<file path="config.mk">
export PLATFORM = sky130hd
export DESIGN_NAME = mult_div_unit_flat
export DESIGN_NICKNAME = d
export VERILOG_FILES = /design/src/rtl/mult_div_if.sv /design/src/rtl/mult_div_unit.sv /design/src/flat_wrapper.sv
export SDC_FILE = /design/constraint.sdc
export NUM_CORES = 1
export LEC_CHECK = 0
export CAP_MARGIN = 10
export CELL_PAD_IN_SITES_DETAIL_PLACEMENT = 0
export CELL_PAD_IN_SITES_GLOBAL_PLACEMENT = 1
export CORE_UTILIZATION = 40
export CTS_CLUSTER_DIAMETER = 30
export CTS_CLUSTER_SIZE = 12
export DETAILED_ROUTE_END_ITERATION = 12
export PLACE_DENSITY = 0.81
export SYNTH_ARGS = -nofsm -noshare
export SYNTH_HDL_FRONTEND = slang
export SYNTH_SLANG_ARGS = --single-unit
</file>
<file path="constraint.sdc">
create_clock -name clk -period 3.6 [get_ports clk]
set_input_delay 1.08 -clock clk [delete_from_list [all_inputs] [get_ports clk]]
set_output_delay 1.08 -clock clk [all_outputs]
set_load 0.005 [all_outputs]
</file>
<file path="src/rtl/mult_div_if.sv">
// Request/response bundle between the control unit and the multiply/divide engine.
//   master (control unit): drives start, op, a, b; observes busy, done, div0, hi, lo.
//   slave  (engine)      : observes start, op, a, b; drives busy, done, div0, hi, lo.
interface mult_div_if #(
    parameter int unsigned WIDTH = 32
);
    logic             start;
    logic             op;
    logic [WIDTH-1:0] a;
    logic [WIDTH-1:0] b;
    logic             busy;
    logic             done;
    logic             div0;
    logic [WIDTH-1:0] hi;
    logic [WIDTH-1:0] lo;

    modport master (
        output start, op, a, b,
        input  busy, done, div0, hi, lo
    );

    modport slave (
        input  start, op, a, b,
        output busy, done, div0, hi, lo
    );
endinterface

</file>
<file path="src/rtl/mult_div_unit.sv">
// Iterative signed multiply (Booth radix-2) / divide (restoring) engine.
//   clk   : system clock, rising edge
//   reset : asynchronous, active-low reset
//   bus   : mult_div_if slave port
//           start/op/a/b sampled in IDLE (op: 0 = MULT, 1 = DIV)
//           busy high outside IDLE, done pulses with hi/lo valid,
//           div0 pulses for DIV with b == 0
//           MULT: {hi, lo} = a * b ; DIV: lo = quotient, hi = remainder
module mult_div_unit #(
    parameter int unsigned WIDTH = 32,
    parameter int unsigned CNT_W = 6
) (
    input  logic       clk,
    input  logic       reset,
    mult_div_if.slave  bus
);

    localparam int unsigned W2 = 2 * WIDTH;

    typedef enum logic [2:0] {
        S_IDLE,
        S_RUN,
        S_FIX,
        S_DONE,
        S_ERR
    } state_t;

    state_t             state;
    state_t             state_n;

    logic [W2-1:0]      work;      // MULT: {acc, q}   DIV: {rem, quo}
    logic               q_m1;      // Booth q_-1 bit
    logic [WIDTH-1:0]   mcand;     // MULT: multiplicand a   DIV: |b|
    logic               op_q;
    logic               neg_q;
    logic               neg_r;
    logic [CNT_W-1:0]   cnt;

    logic               busy_q;
    logic               done_q;
    logic               div0_q;
    logic [WIDTH-1:0]   hi_q;
    logic [WIDTH-1:0]   lo_q;

    logic               load;
    logic               step;
    logic               fix;

    logic [WIDTH-1:0]   abs_a;
    logic [WIDTH-1:0]   abs_b;
    logic [W2-1:0]      work_step;
    logic [WIDTH-1:0]   hi_fix;
    logic [WIDTH-1:0]   lo_fix;

    // Booth / restoring datapath intermediates
    logic [WIDTH:0]     acc_ext;
    logic [WIDTH:0]     m_ext;
    logic [WIDTH:0]     booth_sum;
    logic [WIDTH:0]     rem_sh;
    logic [WIDTH+1:0]   trial;

    // State register
    always_ff @(posedge clk or negedge reset) begin
        if (!reset) begin
            state <= S_IDLE;
        end else begin
            state <= state_n;
        end
    end

    // Next state and datapath control
    always_comb begin
        state_n = state;
        load    = 1'b0;
        step    = 1'b0;
        fix     = 1'b0;
        case (state)
            S_IDLE: begin
                if (bus.start) begin
                    if (bus.op && (bus.b == '0)) begin
                        state_n = S_ERR;
                    end else begin
                        state_n = S_RUN;
                        load    = 1'b1;
                    end
                end
            end
            S_RUN: begin
                step = 1'b1;
                if (cnt == CNT_W'(WIDTH - 1)) begin
                    state_n = S_FIX;
                end
            end
            S_FIX: begin
                fix     = 1'b1;
                state_n = S_DONE;
            end
            S_DONE:  state_n = S_IDLE;
            S_ERR:   state_n = S_IDLE;
            default: state_n = S_IDLE;
        endcase
    end

    // Operand magnitudes; -0x80000000 wraps to itself, read as unsigned 2^31
    always_comb begin
        abs_a = bus.a[WIDTH-1] ? -bus.a : bus.a;
        abs_b = bus.b[WIDTH-1] ? -bus.b : bus.b;
    end

    // One iteration of the selected algorithm
    always_comb begin
        acc_ext   = {work[W2-1], work[W2-1:WIDTH]};
        m_ext     = {mcand[WIDTH-1], mcand};
        booth_sum = acc_ext;
        rem_sh    = {work[W2-1:WIDTH], work[WIDTH-1]};
        trial     = {1'b0, rem_sh} - {2'b00, mcand};
        work_step = work;
        if (!op_q) begin
            // 33-bit add keeps the true sign when the multiplicand is -2^31
            case ({work[0], q_m1})
                2'b10:   booth_sum = acc_ext - m_ext;
                2'b01:   booth_sum = acc_ext + m_ext;
                default: booth_sum = acc_ext;
            endcase
            work_step = {booth_sum, work[WIDTH-1:1]};
        end else begin
            if (trial[WIDTH+1]) begin
                work_step = {rem_sh[WIDTH-1:0], work[WIDTH-2:0], 1'b0};
            end else begin
                work_step = {trial[WIDTH-1:0], work[WIDTH-2:0], 1'b1};
            end
        end
    end

    // Sign correction applied on the FIX -> DONE edge
    always_comb begin
        if (!op_q) begin
            hi_fix = work[W2-1:WIDTH];
            lo_fix = work[WIDTH-1:0];
        end else begin
            hi_fix = neg_r ? -work[W2-1:WIDTH] : work[W2-1:WIDTH];
            lo_fix = neg_q ? -work[WIDTH-1:0]  : work[WIDTH-1:0];
        end
    end

    // Working registers and result
    always_ff @(posedge clk or negedge reset) begin
        if (!reset) begin
            work  <= '0;
            q_m1  <= 1'b0;
            mcand <= '0;
            op_q  <= 1'b0;
            neg_q <= 1'b0;
            neg_r <= 1'b0;
            cnt   <= '0;
            hi_q  <= '0;
            lo_q  <= '0;
        end else begin
            if (load) begin
                op_q <= bus.op;
                q_m1 <= 1'b0;
                cnt  <= '0;
                if (bus.op) begin
                    work  <= {{WIDTH{1'b0}}, abs_a};
                    mcand <= abs_b;
                    neg_q <= bus.a[WIDTH-1] ^ bus.b[WIDTH-1];
                    neg_r <= bus.a[WIDTH-1];
                end else begin
                    work  <= {{WIDTH{1'b0}}, bus.b};
                    mcand <= bus.a;
                    neg_q <= 1'b0;
                    neg_r <= 1'b0;
                end
            end else if (step) begin
                work <= work_step;
                q_m1 <= work[0];
                cnt  <= cnt + CNT_W'(1);
            end
            if (fix) begin
                hi_q <= hi_fix;
                lo_q <= lo_fix;
            end
        end
    end

    // Status flags registered from the next state
    always_ff @(posedge clk or negedge reset) begin
        if (!reset) begin
            busy_q <= 1'b0;
            done_q <= 1'b0;
            div0_q <= 1'b0;
        end else begin
            busy_q <= (state_n != S_IDLE);
            done_q <= (state_n == S_DONE);
            div0_q <= (state_n == S_ERR);
        end
    end

    assign bus.busy = busy_q;
    assign bus.done = done_q;
    assign bus.div0 = div0_q;
    assign bus.hi   = hi_q;
    assign bus.lo   = lo_q;

endmodule

</file>
<file path="src/flat_wrapper.sv">
// flat-port wrapper written by rule: the top's interface ports become plain ports
module mult_div_unit_flat 
#(
    parameter int unsigned WIDTH = 32,
    parameter int unsigned CNT_W = 6
)
  (clk, reset, bus_start, bus_op, bus_a, bus_b, bus_busy, bus_done, bus_div0, bus_hi, bus_lo);
  mult_div_if #(.WIDTH(WIDTH)) bus_i ();
  input  logic clk;
  input  logic reset;
  input wire logic [$bits(bus_i.start)-1:0] bus_start;
  input wire logic [$bits(bus_i.op)-1:0] bus_op;
  input wire logic [$bits(bus_i.a)-1:0] bus_a;
  input wire logic [$bits(bus_i.b)-1:0] bus_b;
  output wire logic [$bits(bus_i.busy)-1:0] bus_busy;
  output wire logic [$bits(bus_i.done)-1:0] bus_done;
  output wire logic [$bits(bus_i.div0)-1:0] bus_div0;
  output wire logic [$bits(bus_i.hi)-1:0] bus_hi;
  output wire logic [$bits(bus_i.lo)-1:0] bus_lo;
  assign bus_i.start = bus_start;
  assign bus_i.op = bus_op;
  assign bus_i.a = bus_a;
  assign bus_i.b = bus_b;
  assign bus_busy = bus_i.busy;
  assign bus_done = bus_i.done;
  assign bus_div0 = bus_i.div0;
  assign bus_hi = bus_i.hi;
  assign bus_lo = bus_i.lo;
  mult_div_unit #(.WIDTH(WIDTH), .CNT_W(CNT_W)) u_core (.clk(clk), .reset(reset), .bus(bus_i));
endmodule
</file>
==> results of run 1 <==
==> worst paths after layout <==
path                                   from           endpoint  depth (start not counted)
max                         u_core.mcand[4]    u_core.work[53]                         20
min                        u_core.bus.lo[7]   u_core.bus.lo[7]                          2
max reg2reg                 u_core.mcand[4]    u_core.work[53]                         20
min reg2reg                u_core.bus.lo[7]   u_core.bus.lo[7]                          2
max in group asynchronous             reset     u_core.work[3]                          2
min in group asynchronous             reset  u_core.bus.lo[24]                          1
==> logic make-up after synthesis <==
logic type	after synthesis
fa+ha+maj	73
compound gates	654
mux	52
simple gates	600
flops	176
buf+inv	197
xor+xnor	199
==> metal layers <==
layer,vias to the layer above,routed length [um],track usage (%)
li1,7649,-,-
met3,87,3150,3.41
met4,0,1800,10.6
met2,526,24800,44.2
met5,-,0,0
met1,7751,26100,41.6
==> layout make-up <==
type	count	area, um2	area share [%]
tap	504	631	3.06
timing repair buffer	447	3830	18.6
sequential	176	4410	21.4
inverter	63	236	1.15
clock buffer	17	425	2.06
multi-input combinational	1578	10900	53.0
clock inverter	13	154	0.746
==> critical path, stage by stage (launching register included) <==
cell	delay, ns
dfrtp_1	0.39
nor3_2	0.21
buf_4	0.14
buf_6	0.10
and4_4	0.23
buf_4	0.12
a21oi_1	0.07
xnor2_1	0.24
ha_1	0.31
a41oi_2	0.22
o21ai_2	0.11
a21oi_2	0.16
nor2_1	0.07
a211oi_2	0.22
buf_4	0.19
o21ai_2	0.07
buf_4	0.14
xor2_2	0.14
a221o_1	0.33
o21ai_1	0.08
o21ai_1	0.08
==> registers in the layout, summed over array words and instances (netlist names) <==
register	cells
u_core.mcand	32
u_core.neg_q	1
u_core.q_m1	1
u_core.bus.div0	1
u_core.cnt	6
u_core.work	64
u_core.bus.done	1
u_core.state	3
u_core.op_q	1
u_core.bus.lo	32
u_core.bus.busy	1
u_core.neg_r	1
u_core.bus.hi	32
==> cells in the mapped netlist (10+ instances only) <==
| cell | count |
|---|---|
| nand2_1 | 259 |
| nand3_1 | 27 |
| o21ai_0 | 243 |
| nor4_1 | 23 |
| nor3_1 | 25 |
| a21oi_1 | 136 |
| o21bai_1 | 10 |
| or4_1 | 11 |
| dfrtp_1 | 176 |
| nand4_1 | 11 |
| nor2_1 | 152 |
| a21o_1 | 27 |
| a31oi_1 | 24 |
| xnor2_1 | 107 |
| ha_1 | 71 |
| inv_1 | 63 |
| clkbuf_1 | 114 |
| o211ai_1 | 75 |
| or3_1 | 20 |
| buf_1 | 11 |
| o31ai_1 | 31 |
| nand2b_1 | 13 |
| xor2_1 | 92 |
| a221oi_1 | 11 |
| o41ai_1 | 12 |
| and2_1 | 10 |
| a211oi_1 | 20 |
| mux2i_1 | 51 |
==> power breakdown <==
| part | internal [uW] | leakage (uW) | switching, uW |
|---|---|---|---|
| sequential | 2520 | 0.00215 | 844 |
| combinational | 8350 | 0.00633 | 9570 |
| clock | 1040 | 0.000282 | 910 |
| total | 11900 | 0.00876 | 11300 |
==> timing repair <==
action | CTS | global route
pin swaps | 78 | 82
setup endpoints to repair | 21 | 41
setup buffers | 19 | 9
resized for setup | 131 | 96
==> metrics by stage <==
stage / hold WS [ns] / utilization (%) / setup WS [ns] / cells
2_1_floorplan: 0.450 / - / -0.0404 / 1951
3_3_place_gp: 0.461 / 51.2 / -0.624 / 2749
3_5_place_dp: 0.470 / 51.2 / -0.565 / 2749
4_1_cts: 0.487 / 54.6 / -0.0972 / 2790
5_1_grt: 0.502 / 55.9 / -0.311 / 2798
6_report: 0.476 / 55.9 / -0.157 / 2798
==> flow_summary.ini, run 1 <==
[clock_tree]
tritoncts = done
cts-root-buf = clkbuf_16
cts_buffer_depth = 2
cts-buffers-inserted = 17
ctsHoldBuffers = 0
clk_pin_slew_ns = 0.07
clock-sinks = 176
htree_num_levels = 4
clock_latency_ns = 0.45

[timing]
fmax_mhz = 266
slew_headroom_pct = 29.9
finalCritPeriodShare_pct = 104
grt_setup_unrepaired = yes
worst_pin_slew_ns = 1.05
layout_setup_ws_ns = -0.157
setup_viol = 10
hold_viol_final = 0
slew_viol_final = 0
finalSetupTns_ns = -0.871
period_minus_slack_ns = 3.76
final.setup_skew_ns = 0.0139

[logic_synthesis]
synth_fa_ha_area_share_pct = 6.14
synthMuxAreaShare_pct = 3.45
netlist_instances = 1951
synth_seq_area_share_pct = 29.1
yosysTopAreaCell = dfrtp_1
syn_nets = 2092
synth-edff-count = 0
synth_compound_area_share_pct = 26.6
synth_top_cell_area_share_pct = 29.1
synthTopCellsByArea = dfrtp_1 29%, o21ai_0 8.0%, nand2_1 6.4%, xnor2_1 6.2%, ha_1 5.9%
avgSynthCellArea_um2 = 7.75
async_reset_ff_share_pct = 100
synth-xor-area-share_pct = 11.5
synthFlopType = dfrtp_1
yosys.area_share.simple_pct = 18.2
ys_types = 77
syn-cell-area_um2 = 15100
synth-seq-cells = 176
yosys_warnings = 0
synth_top_family_by_area = compound AO/OA/AOI/OAI gates

[power_and_ir_drop]
p_total_uw = 23200
peakVddDrop_v = 0.000619
power.density_nw_per_um2 = 1130
p_leak_uw = 0.00876

[layout]
layout.nets = 2424
nFillCells = 3483
stdcell_area_um2 = 20600
area_delta_synth_final_pct = 36.3
final_cell_mix = 293 x buf_4, 252 x nand2_1, 214 x o21ai_0
diodes = 0
layout-drive-gt1-share_pct = 22.8
mostFrequentLayoutCell = buf_4

[run_status]
status = complete, but fails checks
violations = setup timing

[global_routing]
grt_use_total_pct = 28.9
grt-ovfl-total = 0
first_global_vias = 15200
grt_antenna_before_repair = 0
grt_first_pass_wirelength_um = 86700
grt_max_degree = 129

[placed_design]
io_buffer_count = 134
placed_cell_area_um2 = 18900
dpl.hpwl_um = 43400
routabilityCongestion = 1.01

[detailed_routing]
drtAntennaViolNets = 0
drt-pass1-iter-count = 6
drt_iter0_markers = 1274
wire_per_inst_um = 20.0
via_count = 16000
drc_errors = 0
vias_per_cell = 5.72
drt-total-wl_um = 55900

[critical_path]
arrival_ns = 4.08
end_kind = flop
critPathMaxFanout = 4
worstSetupStartpointType = flop
required_ns = 3.92
crit_type = reg -> reg
ff2ff_setup_slack_ns = -0.16

[worst_hold_path]
hp-class = reg -> reg

[die]
die_h_um = 196
core_um2 = 36900
die_x_um = 196
boundaryPins = 135
initial_core_util_pct = 41.0
num_rows = 70
die_area_um2 = 38600

[flow_run]
cap_viol_max_count = 0
Note: power is estimated with default switching activity, not from simulation.
==> run 2, diff against run 1 <==
--- a/config.mk
+++ b/config.mk
@@ -5,6 +5,7 @@
 export SDC_FILE = /design/constraint.sdc
 export NUM_CORES = 1
 export LEC_CHECK = 0
+export ABC_CLOCK_PERIOD_IN_PS = 3600
 export CAP_MARGIN = 10
 export CELL_PAD_IN_SITES_DETAIL_PLACEMENT = 0
 export CELL_PAD_IN_SITES_GLOBAL_PLACEMENT = 1
@@ -12,7 +13,7 @@
 export CTS_CLUSTER_DIAMETER = 30
 export CTS_CLUSTER_SIZE = 12
 export DETAILED_ROUTE_END_ITERATION = 12
-export PLACE_DENSITY = 0.81
+export PLACE_DENSITY_LB_ADDON = 0.1
 export SYNTH_ARGS = -nofsm -noshare
 export SYNTH_HDL_FRONTEND = slang
 export SYNTH_SLANG_ARGS = --single-unit
==> flow_summary.ini, run 2 (same netlist as run 1, synthesis figures left out) <==
[critical_path]
path_buf_inv = 2
arrival_ns = 3.97
reg2reg_to = u_core.work[58]
r2r_start = u_core.mcand[19]
path_cells = nor4_2 -> buf_4 -> and2_1 -> and3_4 -> a31oi_4 -> xnor2_2 -> ha_1 -> buf_6 -> a21o_1 -> a21oi_2 -> o21ai_2 -> a21oi_2 -> o211a_4 -> xnor2_2 -> a221o_1 -> a221oi_2 -> nor2_1
max_stage_delay_ns = 0.40
required_ns = 3.94
reg2reg_depth = 17
critPathMaxFanout = 3
ff2ff_setup_slack_ns = -0.03
worstSetupStartpointType = flop
path_delay_family = compound AO/OA/AOI/OAI gates
cpMaxStageDelayCell = dfrtp_1
crit_type = reg -> reg
end_kind = flop

[layout]
diodes = 0
layout.nets = 2434
area_delta_synth_final_pct = 36.6
post-route-util_pct = 56.0
final_cell_mix = 305 x buf_4, 254 x nand2_1, 217 x o21ai_0
regMostFlops = u_core.work
largest_register_ffs = 64
layout-drive-gt1-share_pct = 22.9
mostFrequentLayoutCell = buf_4

[die]
initial_core_util_pct = 41.0
boundaryPins = 135
core_um2 = 36900
die_h_um = 196
die_x_um = 196
die_area_um2 = 38600
num_rows = 70

[timing]
fmax_mhz = 276
grt_setup_unrepaired = yes
hold_viol_final = 0
slew_viol_final = 0
slew_headroom_pct = 27.6
setup_viol = 4
final.setup_skew_ns = 0.0160
layout_setup_ws_ns = -0.0261
worst_pin_slew_ns = 1.09
finalCritPeriodShare_pct = 101
period_minus_slack_ns = 3.63

[global_routing]
first_global_vias = 15200
met1_usage_pct = 41.8
grtUsageMet3_pct = 5.78
met2_usage_pct = 44.6
grt-ovfl-total = 0
grt_max_degree = 129
grt_use_total_pct = 29.3
busiest_layer = met2
grt_antenna_before_repair = 0
grt_first_pass_wirelength_um = 86800

[detailed_routing]
wire_per_inst_um = 20.5
drtAntennaViolNets = 0
vias_per_cell = 5.62
drt-total-wl_um = 57700
via_count = 15800
drc_errors = 0
drt-pass1-iter-count = 6
drt_iter0_markers = 1215

[clock_tree]
clock-sinks = 176
tritoncts = done
clock_latency_ns = 0.46
cts-root-buf = clkbuf_16
clk_pin_slew_ns = 0.07
htree_num_levels = 4
ctsHoldBuffers = 0
cts-buffers-inserted = 17
cts_buffer_depth = 2

[placed_design]
dpl.hpwl_um = 44300
io_buffer_count = 134
routabilityCongestion = 0.955

[run_status]
status = complete, but fails checks
violations = setup timing

[worst_hold_path]
holdPathStages = 2
hold_start = u_core.bus.hi[2]
hold_end = u_core.bus.hi[2]
hp-class = reg -> reg

[power_and_ir_drop]
peakVddDrop_v = 0.000842
power.density_nw_per_um2 = 1090
p_total_uw = 22500
p_leak_uw = 0.00880

[flow_run]
cap_viol_max_count = 0
-- run 2: area by class of cell --
cell class,count,area (um2)
Clock buffer,17,425
Clock inverter,15,189
Timing Repair Buffer,457,3920
Fill cell,3461,16200
Tap cell,504,631
Inverter,63,239
Multi-Input combinational cell,1578,10800
Sequential cell,176,4410
-- run 2: routing by layer --
| metal | vias up | routed length (um) |
|---|---|---|
| met3 | 71 | 3810 |
| met5 | - | 0 |
| met1 | 7569 | 27200 |
| met2 | 473 | 25300 |
| met4 | 0 | 1350 |
| li1 | 7684 | - |
-- run 2: repair_timing --
action / 4_1_cts / 5_1_grt
gates resized for setup: 100 / 111
endpoints found under the setup margin: 25 / 50
gates cloned: 0 / 2
pin swaps: 72 / 83
buffers inserted: 19 / 11
-- run 2: tightest hold or removal path, cell delays in order, from the launching register on --
cell and delay (ns):
dfrtp_1 0.34, nand2_1 0.05, o21ai_0 0.06
-- run 2: where the power goes --
| group | internal, uW | total (uW) | switching [uW] | leakage (uW) |
|---|---|---|---|---|
| Sequential | 2520 | 3310 | 789 | 0.00215 |
| Clock | 1000 | 1950 | 946 | 0.000301 |
| Combinational | 7930 | 17200 | 9310 | 0.00636 |
-- run 2: worst max-delay path by stage --
stage	from	end	slack, ns	cells past startpoint
final	u_core.mcand[19]	u_core.work[58]	-0.03	17
after global routing	u_core.mcand[4]	u_core.work[53]	-0.21	20
after CTS	u_core.mcand[2]	u_core.work[62]	-0.04	19
after detailed placement	u_core.work[0]	u_core.work[59]	-0.60	15
after global placement	bus_b[3]	u_core.work[54]	-0.63	11
after floorplan	u_core.work[0]	u_core.work[57]	-0.04	17
-- run 2: through the flow --
step | hold WS [ns] | setup WS, ns | cells | area (um2) | TNS (ns)
after global placement | 0.462 | -0.631 | 2748 | 18900 | -41.69
after floorplan | 0.450 | -0.0404 | 1951 | 15100 | -0.0404
final | 0.479 | -0.0261 | 2810 | 20700 | -0.0595
after detailed placement | 0.470 | -0.600 | 2748 | 18900 | -36.12
after CTS | 0.487 | -0.0399 | 2797 | 20000 | -0.134
after global routing | 0.494 | -0.214 | 2810 | 20700 | -2.09
==> run 3, diff against run 2 <==
--- a/config.mk
+++ b/config.mk
@@ -9,6 +9,7 @@
 export CAP_MARGIN = 10
 export CELL_PAD_IN_SITES_DETAIL_PLACEMENT = 0
 export CELL_PAD_IN_SITES_GLOBAL_PLACEMENT = 1
+export CORE_MARGIN = 2
 export CORE_UTILIZATION = 40
 export CTS_CLUSTER_DIAMETER = 30
 export CTS_CLUSTER_SIZE = 12
==> flow_summary.ini, run 3 (same netlist as run 1, synthesis figures left out) <==
[run_status]
status = complete, but fails checks
violations = setup timing

[timing]
period_minus_slack_ns = 3.70
worst_pin_slew_ns = 1.09
setup_viol = 6
slew_headroom_pct = 27.4
grt_setup_unrepaired = yes
finalCritPeriodShare_pct = 103
hold_viol_final = 0
fmax_mhz = 271
slew_viol_final = 0
layout_setup_ws_ns = -0.0962
final.setup_skew_ns = 0.0148

[detailed_routing]
drt-total-wl_um = 58200
via_count = 15900
drt_iter0_markers = 1115
drc_errors = 0
drtAntennaViolNets = 0
wire_per_inst_um = 20.6
drt-pass1-iter-count = 5
vias_per_cell = 5.63

[clock_tree]
cts-root-buf = clkbuf_16
ctsHoldBuffers = 0
htree_num_levels = 4
clock_latency_ns = 0.46
cts_buffer_depth = 2
clk_pin_slew_ns = 0.07
cts-buffers-inserted = 17
clock-sinks = 176
tritoncts = done

[layout]
diodes = 0
regMostFlops = u_core.work
mostFrequentLayoutCell = buf_4
layout-drive-gt1-share_pct = 22.4
layout.nets = 2439
instances_no_fill = 2822
area_delta_synth_final_pct = 36.1
final_cell_mix = 310 x buf_4, 255 x nand2_1, 224 x o21ai_0
stdcell_area_um2 = 20600
largest_register_ffs = 64

[global_routing]
grt-ovfl-total = 0
grt_max_degree = 129
grt_antenna_before_repair = 1
first_global_vias = 15200
grt_first_pass_wirelength_um = 89100
grt_use_total_pct = 29.6

[placed_design]
dp_cells = 2767
dp_slack_ns = -0.545
io_buffer_count = 134
routabilityCongestion = 0.999
placed_cell_area_um2 = 19000
dpl.hpwl_um = 45200

[die]
die_x_um = 198
initial_core_util_pct = 40.3
num_rows = 71
die_area_um2 = 39400
boundaryPins = 135
die_h_um = 198
core_um2 = 37500

[critical_path]
arrival_ns = 4.04
cpMaxStageDelayCell = dfrtp_1
path_cells = nor4_4 -> and4_4 -> and2_4 -> buf_6 -> a31oi_4 -> xnor2_2 -> ha_1 -> a21o_1 -> a21o_1 -> a21oi_2 -> o21ai_2 -> a21oi_2 -> o211a_4 -> xnor2_2 -> a221o_1 -> a221oi_2 -> nor2_1
required_ns = 3.94
end_kind = flop
crit_type = reg -> reg
worstSetupStartpointType = flop
critPathMaxFanout = 3
max_stage_delay_ns = 0.42

[worst_hold_path]
hp-class = reg -> reg

[power_and_ir_drop]
peakVddDrop_v = 0.000929
power.density_nw_per_um2 = 1100
p_leak_uw = 0.00881

[flow_run]
cap_viol_max_count = 0
run 3: path summary, 6_finish.rpt:
path / from / end / cells past startpoint / slack [ns]
min in group asynchronous: reset / u_core.bus.hi[20] / 1 / 0.65
max in group asynchronous: reset / u_core.work[41] / 2 / 2.05
min reg2reg: u_core.bus.lo[6] / u_core.bus.lo[6] / 2 / 0.48
max: u_core.mcand[11] / u_core.work[58] / 17 / -0.1
min: u_core.bus.lo[6] / u_core.bus.lo[6] / 2 / 0.48
max reg2reg: u_core.mcand[11] / u_core.work[58] / 17 / -0.1
run 3: per-layer routing:
metal	track usage [%]	wire length, um	up-vias
met3	4.88	3480	77
li1	-	-	7691
met4	8.32	1260	4
met1	42.7	27500	7640
met5	0.894	56	-
met2	45.5	25900	476
run 3: layout make-up:
cell class                 instances  area [um2]
clock inverter                    12         123
timing repair buffer             462        3930
multi-input combinational       1578       10800
inverter                          63         236
fill                            3658       16900
sequential                       176        4410
tap                              511         639
clock buffer                      20         447
run 3: worst max-delay path: cells and delay by family, from the launching register on:
| kind | cells | cell delay [ns] |
|---|---|---|
| xor gates and xnor gates | 2 | 0.24 |
| DFF | 1 | 0.42 |
| adders and majority gates | 1 | 0.29 |
| buffers and inverters | 1 | 0.11 |
| and+or+nand+nor | 4 | 0.89 |
| AOI/OAI and AO/OA | 9 | 1.61 |
run 3: timing repair:
action                     CTS  global route
pin swaps                   62            65
resized for setup           97            91
setup endpoints to repair   22            40
setup buffers               17             7
run 3: metrics by stage:
stage               util, %  total power, uW  TNS, ns  hold slack (ns)
floorplan                 -            12200  -0.0404            0.450
global placement       50.6            18000   -24.63            0.460
detailed placement     50.6            18100   -33.08            0.469
CTS                    53.6            21200   -0.199            0.485
global route           54.9            24200    -1.51            0.497
finish                 54.9            22600   -0.293            0.478
run 3: power by group:
part           internal, uW  switching (uW)  total (uW)
clock network           991             909        1900
registers              2530             779        3300
logic                  7970            9460       17400
total                 11500           11100       22600
